File: src/rtl/ps2_device_tx.sv
// Device-side PS/2 transmitter: queues scan-code bytes in a small FIFO and
// serializes each byte as an 11-bit PS/2 frame followed by a fixed idle gap.
module ps2_device_tx #(
  parameter int HALF_BIT = 500,
  parameter int GAP      = 2000,
  parameter int ADDR_W   = 3
) (
  input  logic              clk,
  input  logic              reset,
  input  logic              wr_en,
  input  logic [7:0]        wr_data,
  output logic              full,
  output logic [ADDR_W:0]   fifo_count,
  output logic              overflow,
  output logic              busy,
  output logic              ps2_clk,
  output logic              ps2_data
);

  localparam int DEPTH = 1 << ADDR_W;
  localparam int CMAX  = (2 * HALF_BIT > GAP) ? 2 * HALF_BIT : GAP;
  localparam int CW    = $clog2(CMAX + 1);

  localparam logic [CW-1:0]   HALF_LAST = CW'(HALF_BIT - 1);
  localparam logic [CW-1:0]   SLOT_LAST = CW'(2 * HALF_BIT - 1);
  localparam logic [CW-1:0]   GAP_LAST  = CW'(GAP - 1);
  localparam logic [ADDR_W:0] DEPTH_CNT = (ADDR_W + 1)'(DEPTH);

  typedef enum logic [1:0] {ST_IDLE, ST_SHIFT, ST_GAP} state_t;

  state_t              state, state_n;
  logic [CW-1:0]       cnt, cnt_n;
  logic [3:0]          bit_idx, bit_idx_n;
  logic                clk_n, data_n;
  logic                pop, shift, push;
  logic [9:0]          sh;
  logic [7:0]          mem [DEPTH];
  logic [ADDR_W-1:0]   wptr, rptr;
  logic [ADDR_W:0]     count_n;

  function automatic logic odd_parity(input logic [7:0] d);
    return ~^d;
  endfunction

  assign push = wr_en && !full;

  always_comb begin
    count_n = fifo_count;
    case ({push, pop})
      2'b10:   count_n = fifo_count + (ADDR_W + 1)'(1);
      2'b01:   count_n = fifo_count - (ADDR_W + 1)'(1);
      default: count_n = fifo_count;
    endcase
  end

  // FIFO control; a write while full is dropped even if a pop frees a slot
  always_ff @(posedge clk or posedge reset) begin
    if (reset) begin
      wptr       <= '0;
      rptr       <= '0;
      fifo_count <= '0;
      full       <= 1'b0;
      overflow   <= 1'b0;
    end else begin
      if (push) wptr <= wptr + ADDR_W'(1);
      if (pop)  rptr <= rptr + ADDR_W'(1);
      fifo_count <= count_n;
      full       <= (count_n == DEPTH_CNT);
      if (wr_en && full) overflow <= 1'b1;
    end
  end

  // Shift register holds {stop, parity, data} of the frame in flight
  always_ff @(posedge clk) begin
    if (push) mem[wptr] <= wr_data;
    if (pop)
      sh <= {1'b1, odd_parity(mem[rptr]), mem[rptr]};
    else if (shift)
      sh <= {1'b0, sh[9:1]};
  end

  always_comb begin
    state_n   = state;
    cnt_n     = cnt;
    bit_idx_n = bit_idx;
    clk_n     = ps2_clk;
    data_n    = ps2_data;
    pop       = 1'b0;
    shift     = 1'b0;
    case (state)
      ST_IDLE: begin
        cnt_n  = '0;
        clk_n  = 1'b1;
        data_n = 1'b1;
        if (fifo_count != '0) begin
          pop       = 1'b1;
          data_n    = 1'b0;
          bit_idx_n = 4'd0;
          state_n   = ST_SHIFT;
        end
      end
      ST_SHIFT: begin
        if (cnt == SLOT_LAST) begin
          cnt_n = '0;
          clk_n = 1'b1;
          if (bit_idx == 4'd10) begin
            data_n  = 1'b1;
            state_n = ST_GAP;
          end else begin
            bit_idx_n = bit_idx + 4'd1;
            data_n    = sh[0];
            shift     = 1'b1;
          end
        end else begin
          cnt_n = cnt + CW'(1);
          if (cnt == HALF_LAST) clk_n = 1'b0;
        end
      end
      ST_GAP: begin
        clk_n  = 1'b1;
        data_n = 1'b1;
        if (cnt == GAP_LAST) begin
          cnt_n   = '0;
          state_n = ST_IDLE;
        end else begin
          cnt_n = cnt + CW'(1);
        end
      end
      default: state_n = ST_IDLE;
    endcase
  end

  // Line drivers and sequencing registers
  always_ff @(posedge clk or posedge reset) begin
    if (reset) begin
      state    <= ST_IDLE;
      cnt      <= '0;
      bit_idx  <= 4'd0;
      ps2_clk  <= 1'b1;
      ps2_data <= 1'b1;
      busy     <= 1'b0;
    end else begin
      state    <= state_n;
      cnt      <= cnt_n;
      bit_idx  <= bit_idx_n;
      ps2_clk  <= clk_n;
      ps2_data <= data_n;
      busy     <= (state_n != ST_IDLE);
    end
  end

endmodule

File: config.mk
export PLATFORM = sky130hd
export DESIGN_NAME = ps2_device_tx
export DESIGN_NICKNAME = d
export VERILOG_FILES = /design/src/rtl/ps2_device_tx.sv
export SDC_FILE = /design/constraint.sdc
export NUM_CORES = 1
export LEC_CHECK = 0
export CORE_ASPECT_RATIO = 1.75
export CORE_MARGIN = 3
export CORE_UTILIZATION = 30
export DETAILED_ROUTE_END_ITERATION = 12
export PLACE_DENSITY = 0.49
export SETUP_SLACK_MARGIN = 0.02
export SLEW_MARGIN = 0
export SYNTH_ARGS = -nofsm -noshare
export SYNTH_HDL_FRONTEND = slang
export SYNTH_SLANG_ARGS = --single-unit
File: constraint.sdc
create_clock -name clk -period 2.65 [get_ports clk]
set_clock_uncertainty 0.05 [all_clocks]
set_input_delay 0.53 -clock clk [delete_from_list [all_inputs] [get_ports clk]]
set_output_delay 0.53 -clock clk [all_outputs]
set_load 0.05 [all_outputs]
* Word level (Yosys, flattened, before mapping)
Memory sizes are Yosys's and may differ from the RTL's.
Cells that the tools add are included.
** Storage, ports and cells
- Flip-flop bits (word level) :: 42
- Latch bits :: 0
- Bits in writable memories :: 64
- ROM bits :: 0
- Output and inout bits :: 9
- Word-level logic and storage cells :: 77
- Memories kept :: 1
** Memory list
- mem :: depth 8, width 8, rd ports 1, clocked after memory_dff 0, wr ports 1, line 37 : logic [7:0] mem [DEPTH];
** Operators by class
- $add $sub $neg :: 6
- $mul :: 0
- Div/mod/pow operators :: 0
- Order comparisons :: 0
- Equal/unequal tests :: 13
- Shift-type cells :: 0
- Muxes and demuxes :: 29
- Bitwise logic cells :: 0
- Reduce and logical (&&, ||, !) cells :: 15
** Operators with widths (count)
- $pmux 11 s3 :: 1
- $mux 11 :: 2
- $mux 9 :: 2
- $pmux 4 s2 :: 2
- $mux 1 :: 12
- $mux 4 :: 3
- $add 11x1->11 const B :: 1
- $eq 11x10->1 const B :: 1
- $eq 11x11->1 const B :: 1
- $eq 11x9->1 const B :: 1
- $add 4x1->4 const B :: 2
- $eq 4x4->1 const B :: 2
- $mux 2 :: 4
- $reduce_bool 2->1 :: 4
- $reduce_xnor 8->1 :: 1
- $add 3x1->3 const B :: 2
- $ne 2x2->1 const B :: 3
- $pmux 2 s3 :: 1
- $eq 2x1->1 const B :: 2
- $eq 2x2->1 const B :: 2
- $reduce_and 2->1 :: 2
- $reduce_and 4->1 :: 1
- $reduce_bool 4->1 :: 1
- $sub 4x1->4 const B :: 1
- 8 further kinds :: 9

* Longest topological paths before layout
Gate-level depths: netlist of run 1.
- Depth after elaboration :: 6
- Depth in mapped cells :: 13
- Depth with buffers taken out :: 12

* Least setup slack after synthesis of run 1
No wires, ideal clock.
- Path kind :: register -> register
- Start :: register fifo_count[1]
- End :: register full
- Arrival :: 2.772 ns
- Data required time :: 2.495 ns
- Slack :: -0.277 ns
- Cell stages (with the launch flop) :: 13
- Buffers on the path :: 1
- Period minus slack after synthesis :: 2.927 ns
- Path through :: dfrtp_1 > nor4_1 > nand2b_1 > inv_2 > ha_1 > clkbuf_1 > xor2_1 > ha_1 > a21oi_1 > xor2_1 > nor2_1 > xor2_1 > nor4b_1
** Between the ends
- Word-level cells in the longest chain between the ends :: 6
- Elaborated cells between the ends (all ways) :: 9
- Those cells by class :: add/sub (2); eq/ne (3); mux (3); reduce/logical (1)
** RTL lines
- start, declared :: line 13 : output logic [ADDR_W:0] fifo_count,
- start signal, assigned :: line 67 : fifo_count <= count_n;
- $reduce_bool 4->1 :: line 95 : if (fifo_count != '0) begin
- $mux 1 :: line 95
- $mux 1 :: line 90 : case (state)
- $eq 2x1->1 or $eq 2x2->1 (tied branches) :: line 49 : case ({push, pop})
- $pmux 4 s2 * :: line 49
- net count_n[2] :: line 39 : logic [ADDR_W:0] count_n;
- $eq 4x4->1 * :: line 68 : full <= (count_n == DEPTH_CNT);
- end signal, assigned :: line 68
- end, declared :: line 12 : output logic full,
The timed path passes the listed nets; every way through them passes the cells marked *.
A chain may end at the register's enable or synchronous reset.

* Final worst setup path of run 1
- Start :: register fifo_count[0]
- End :: register full
The elaborated chain is that of the path after synthesis.

==> impl_metrics.csv, run 1 <==
group,metric,value,unit
sta,drv_slew,0,
final_layout,area_delta_synth_final,18.0,%
place,gp_congestion,0.771,
power,sequentialPowerShare,38.8,%
power,p_int,4.11,mW
yosys,synth_seq_area_share,63.9,%
yosys,synth_cell_types,48,
detailed_routing,drt_iter0_markers,89,
sta,tightest_slew,0.553,ns
critical_path,critical_path_class,"reg2reg",
final_layout,drive_gt1_share,19.6,%
floorplan,die_h,172,microns
grt,grt_use_met3,2.30,%
sta,holdWs,0.395,ns
yosys,ys_seq_elements,106,
grt,grt_pass1_wl,15000,microns
power,peakVddDrop,0.445,mV
clock_tree,cts_tree,"built",
clock_tree,cts_sinks,106,
sta,rsz0062_at_grt,"false",
critical_path,endpoint_kind,"flip-flop",
sta,finalHoldViolCount,0,
detailed_routing,wl_per_cell,16.2,microns
grt,grt_max_degree,33,
final_layout,fill_cells,1474,
power,sw_frac_of_total,35.7,%
clock_tree,clk-insertion-delay-late,0.35,ns
detailed_routing,wirelength,8970,microns
detailed_routing,ant_nets,0,
floorplan,fp-row-count,60,
critical_path,crit_required,2.86,ns
yosys,synthesis.area,4720,sq um
critical_path,crit_fanout,6,
min_path,hold_class,"reg2reg",
detailed_routing,drt_first_pass_iters,4,
floorplan,die_w,101,microns
yosys,avgSynthCellArea,14.6,sq um
yosys,async_flop_share,30.2,%
power,power_frac_comb,40.8,%
grt,track_usage,11.4,%
place,hpwl,6300,microns
outcome,status,"finished, final reports clean",
yosys,synthFlopType,"edfxtp_1",
grt,met2_usage,21.1,%
floorplan,initial_core_util,30.7,%
yosys,synth_enable_flop_cells,73,
critical_path,start_kind,"flip-flop",
sta,setup_viol,0,
yosys,yosysWarnings,0,
power,switchingPower,2.28,mW
clock_tree,path_clk_slew,0.08,ns
yosys,synth_nets,347,
detailed_routing,drcViolationCount,0,
detailed_routing,vias,2627,
power,p_per_area,1150,nW/um^2
detailed_routing,via_per_inst,4.75,
grt,grt_pass1_vias,2876,
floorplan,coreArea,15400,sq um
place,pre_cts_slack,-0.110,ns
final_layout,antenna_cells,0,
floorplan,dieArea,17300,sq um
clock_tree,cts_buffer_depth,2,
grt,antenna_found_initial,0,
sta,min_period_over_period,90.7,%
grt,grt.busiest_layer,"met2",
sta,maxSlewHeadroom,63.2,%
clock_tree,root_buffer,"clkbuf_16",
final_layout,nets,386,
sta,period_needed,2.40,ns
grt,overflow,0,
place,portBuffers,19,
clock_tree,cts_max_level,3,
job,max-cap-violations,0,
sta,fin_ws,0.246,ns
floorplan,io-pin-count,20,
sta,fmax,416,MHz
clock_tree,cts_buffers,9,
yosys,synthCells,323,
power,p_leak,2.05,nW
critical_path,worstPathArrival,2.61,ns
power,pwr-share-clk,20.4,%
grt,grtUsageMet1,12.1,%
final timing paths:
path                               start      end  slack [ns]  cells after the start
max                        fifo_count[0]     full        0.25                     11
min                                sh[9]    sh[9]        0.40                      2
max reg2reg                fifo_count[0]     full        0.25                     11
min reg2reg                        sh[9]    sh[9]        0.40                      2
max in group asynchronous          reset  ps2_clk        1.68                      3
min in group asynchronous          reset     full        0.52                      3
cells in the mapped netlist (all sizes together) (7+ instances only):
library cell	n	area (sq um)
mux2i	9	144
o21ai	17	85.1
dfrtp	30	751
xnor2	10	95.1
nand2	34	128
inv	7	26.3
mux4	16	368
xor2	12	105
nor2	21	78.8
edfxtp	73	2190
a21oi	11	55.1
ha	13	163
layout make-up:
type	count	area, sq um	area share (%)
sequential	106	3020	54.2
tap	186	233	4.18
inverter	7	26.3	0.471
timing repair buffer	40	360	6.47
multi-input combinational	198	1640	29.4
clock inverter	7	68.8	1.23
clock buffer	9	225	4.04
routing by layer:
layer  up-vias  share of wire [%]
met5         -                  0
met4         0                2.5
met3        15                2.6
met2        33                 57
met1      1298                 38
li1       1281                  -
cells in the final DEF, fill, tap and decap left out, types with 12 or more instances in the layout:
cell / n
nand2_1: 34
ha_1: 12
nor2_1: 21
buf_4: 20
o21ai_1: 14
dfrtp_1: 26
xor2_1: 12
edfxtp_1: 73
clkdlybuf4s50_1: 19
mux4_2: 14
power by group through the flow:
stage          clock, mW  sequential, mW  combinational, mW
2_1_floorplan          0            2.61               1.87
3_3_place_gp           0            2.52               2.61
3_5_place_dp           0            2.53               2.66
4_1_cts             1.36            2.49               2.66
5_1_grt             1.43            2.53               2.86
6_report            1.30            2.48               2.61
state kept, by name, indices dropped and copies added, names as in the netlist:
register,count
mem,64
fifo_count,4
ps2_clk,1
cnt,11
full,1
overflow,1
sh,10
busy,1
rptr,3
bit_idx,4
wptr,3
ps2_data,1
state,2
what timing repair did:
item / CTS / global route
endpoints found under the setup margin: 0 / 1
hold buffers: 0 / 0
resized for setup: 0 / 2
setup buffers: 0 / 0
worst max-delay path, cell delays in order, from the launching register on:
cell and delay [ns]:
dfrtp_2 0.47, nor4_4 0.32, nand2b_4 0.19, inv_2 0.04
ha_1 0.20, xor2_1 0.15, ha_1 0.19, a21oi_2 0.11
xor2_1 0.15, nor2_1 0.06, xor2_1 0.16, nor4b_2 0.24
stage by stage:
stage / setup TNS (ns) / cell area, sq um / total power [mW] / cells / util, %
floorplan: 0 / 4750 / 4.48 / 323 / -
global placement: -0.0319 / 5270 / 5.13 / 537 / 34.2
detailed placement: -0.110 / 5270 / 5.18 / 537 / 34.2
CTS: 0 / 5560 / 6.51 / 553 / 36.2
global route: 0 / 5570 / 6.82 / 553 / 36.2
finish: 0 / 5570 / 6.39 / 553 / 36.2
kinds of logic after synthesis:
group / count (synthesis) / share of synthesized area [%]
xor+xnor: 22 / 4.24
simple gates: 93 / 9.46
fa+ha+maj: 13 / 3.44
flops: 106 / 63.9
mux: 28 / 11.6
buf+inv: 19 / 2.17
compound gates: 42 / 5.27
(Power assumes the default switching activity.)
==> inputs of run 2 (changes only) <==
CORE_ASPECT_RATIO = 0.8   (was 1.75)
==> run 2 against run 1 <==
Sequential cell count did not move; critical path type unchanged; worst setup slack got worse by 0.12 ns; global-route usage fell by 0.96 points; wire length fell by 5.4%; design area rose by 0.99%; via count fell by 0.27%; hold slack improved by 0.0045 ns; sequential share of layout area fell by 0.53 points; maximum frequency fell by 4.9%; critical path depth did not move.
==> impl_metrics.csv, run 2 (synthesis gave the netlist of run 1 again) <==
group,metric,value,unit
place,gp_congestion,0.757,
place,portBuffers,19,
power,p_int,4.12,mW
min_path,worstHoldPathCells,2,
critical_path,start_kind,"flip-flop",
power,sequentialPowerShare,38.1,%
floorplan,dieArea,17300,sq um
place,dp_cells,558,
detailed_routing,drcViolationCount,0,
final_layout,layout_common_cells,"73 x edfxtp_1, 34 x nand2_1, 26 x dfrtp_1",
final_layout,area_delta_synth_final,19.2,%
detailed_routing,wirelength,8490,microns
final_layout,nets,384,
sta,min_period_over_period,95.4,%
final_layout,mostFrequentLayoutCell,"edfxtp_1",
sta,holdWs,0.400,ns
power,p_leak,2.06,nW
job,max-cap-violations,0,
floorplan,initial_core_util,31.0,%
clock_tree,path_clk_slew,0.08,ns
floorplan,die_w,146,microns
clock_tree,clk-insertion-delay-late,0.35,ns
sta,maxSlewHeadroom,62.6,%
grt,grt_max_degree,33,
sta,finalHoldViolCount,0,
detailed_routing,wl_per_cell,14.8,microns
floorplan,io-pin-count,20,
power,pwr-share-clk,21.4,%
power,power.total,6.46,mW
critical_path,crit_required,2.85,ns
grt,overflow,0,
place,hpwl,5620,microns
floorplan,coreArea,15200,sq um
floorplan,fp-row-count,40,
grt,grt_pass1_wl,14000,microns
final_layout,postLayoutCoreUtil,37.0,%
final_layout,top_register,"mem",
critical_path,worst-r2r-cell-count,11,
clock_tree,cts_buffer_depth,2,
critical_path,endpoint_kind,"flip-flop",
outcome,status,"finished, final reports clean",
power,peakVddDrop,0.365,mV
sta,period_needed,2.53,ns
final_layout,seq_area,3020,sq um
detailed_routing,drt_iter0_markers,143,
power,switchingPower,2.33,mW
clock_tree,cts_sinks,106,
detailed_routing,drt_first_pass_iters,4,
critical_path,critical_path_class,"reg2reg",
final_layout,multi_input_area,1640,sq um
final_layout,largest_register_ffs,64,
sta,drv_slew,0,
power,sw_frac_of_total,36.1,%
grt,antenna_found_initial,0,
floorplan,die_h,118,microns
power,power_frac_comb,40.5,%
sta,tightest_slew,0.561,ns
critical_path,crit_fanout,6,
clock_tree,root_buffer,"clkbuf_16",
sta,fmax,396,MHz
final_layout,fill_cells,1466,
clock_tree,cts_buffers,9,
final_layout,drive_gt1_share,19.2,%
detailed_routing,ant_nets,0,
detailed_routing,via_per_inst,4.56,
final_layout,final-instance-count-excl-fill,575,
grt,grt_pass1_vias,2619,
final_layout,top_regs,"mem (64), cnt (11), sh (10)",
grt,track_usage,10.4,%
min_path,hold_class,"reg2reg",
critical_path,worstPathArrival,2.73,ns
sta,setup_viol,0,
clock_tree,cts_tree,"built",
clock_tree,cts_max_level,3,
power,p_per_area,1150,nW/um^2
final_layout,antenna_cells,0,
detailed_routing,vias,2620,
## run 2: cell count changes in the layout (fill, tap and decap cells not counted)
cell      delta
buf_4        -3
inv_8        -1
buf_12       +1
clkinv_8     +3
inv_12       +1
clkinv_4     -3
## run 2: worst max-delay path: stages, from the launching register on
cell and delay [ns]:
dfrtp_2 0.47, nor4_4 0.32, nand2b_4 0.19, inv_2 0.06, ha_1 0.20, xor2_1 0.15, ha_1 0.19, a21oi_2 0.11
xor2_1 0.16, nor2_1 0.07, xor2_1 0.17, nor4b_2 0.29
## run 2: power by group through the flow
stage          logic (mW)  registers [mW]  clock network [mW]
5_1_grt              2.88            2.51                1.50
3_5_place_dp         2.61            2.51                   0
4_1_cts              2.61            2.48                1.43
6_report             2.61            2.46                1.38
2_1_floorplan        1.87            2.61                   0
3_3_place_gp         2.58            2.50                   0
## run 2: worst paths after layout
path / startpoint / endpoint / slack [ns]
max: fifo_count[0] / full / 0.12
min: sh[9] / sh[9] / 0.40
max reg2reg: fifo_count[0] / full / 0.12
min reg2reg: sh[9] / sh[9] / 0.40
max in group asynchronous: reset / ps2_clk / 1.84
min in group asynchronous: reset / cnt[6] / 0.47
## run 2: what timing repair did
item                                    4_1_cts  5_1_grt
setup buffers                                 0        1
resized for setup                             0        2
endpoints found under the setup margin        0        1
hold buffers                                  0        0
## run 2: final cells by class
type | count | share of cell area (%)
Clock buffer | 9 | 4.00
Clock inverter | 7 | 1.71
Inverter | 7 | 0.467
Multi-Input combinational cell | 198 | 29.1
Sequential cell | 106 | 53.7
Tap cell | 210 | 4.67
Timing Repair Buffer | 38 | 6.36
## run 2: metrics by stage
stage	worst slack [ns]	setup TNS [ns]	instance area [sq um]
after floorplan	0.0309	0	4750
after global placement	-0.0436	-0.0436	5290
after CTS	0.0583	0	5610
after detailed placement	-0.116	-0.116	5290
after global routing	-0.0469	-0.0469	5630
final	0.122	0	5630
## run 2: per-layer routing
metal	GRT usage (%)	part of all wire, %
met5	0	0
met3	2.61	2.4
met1	13.8	48
met4	3.58	1.4
met2	16.7	48
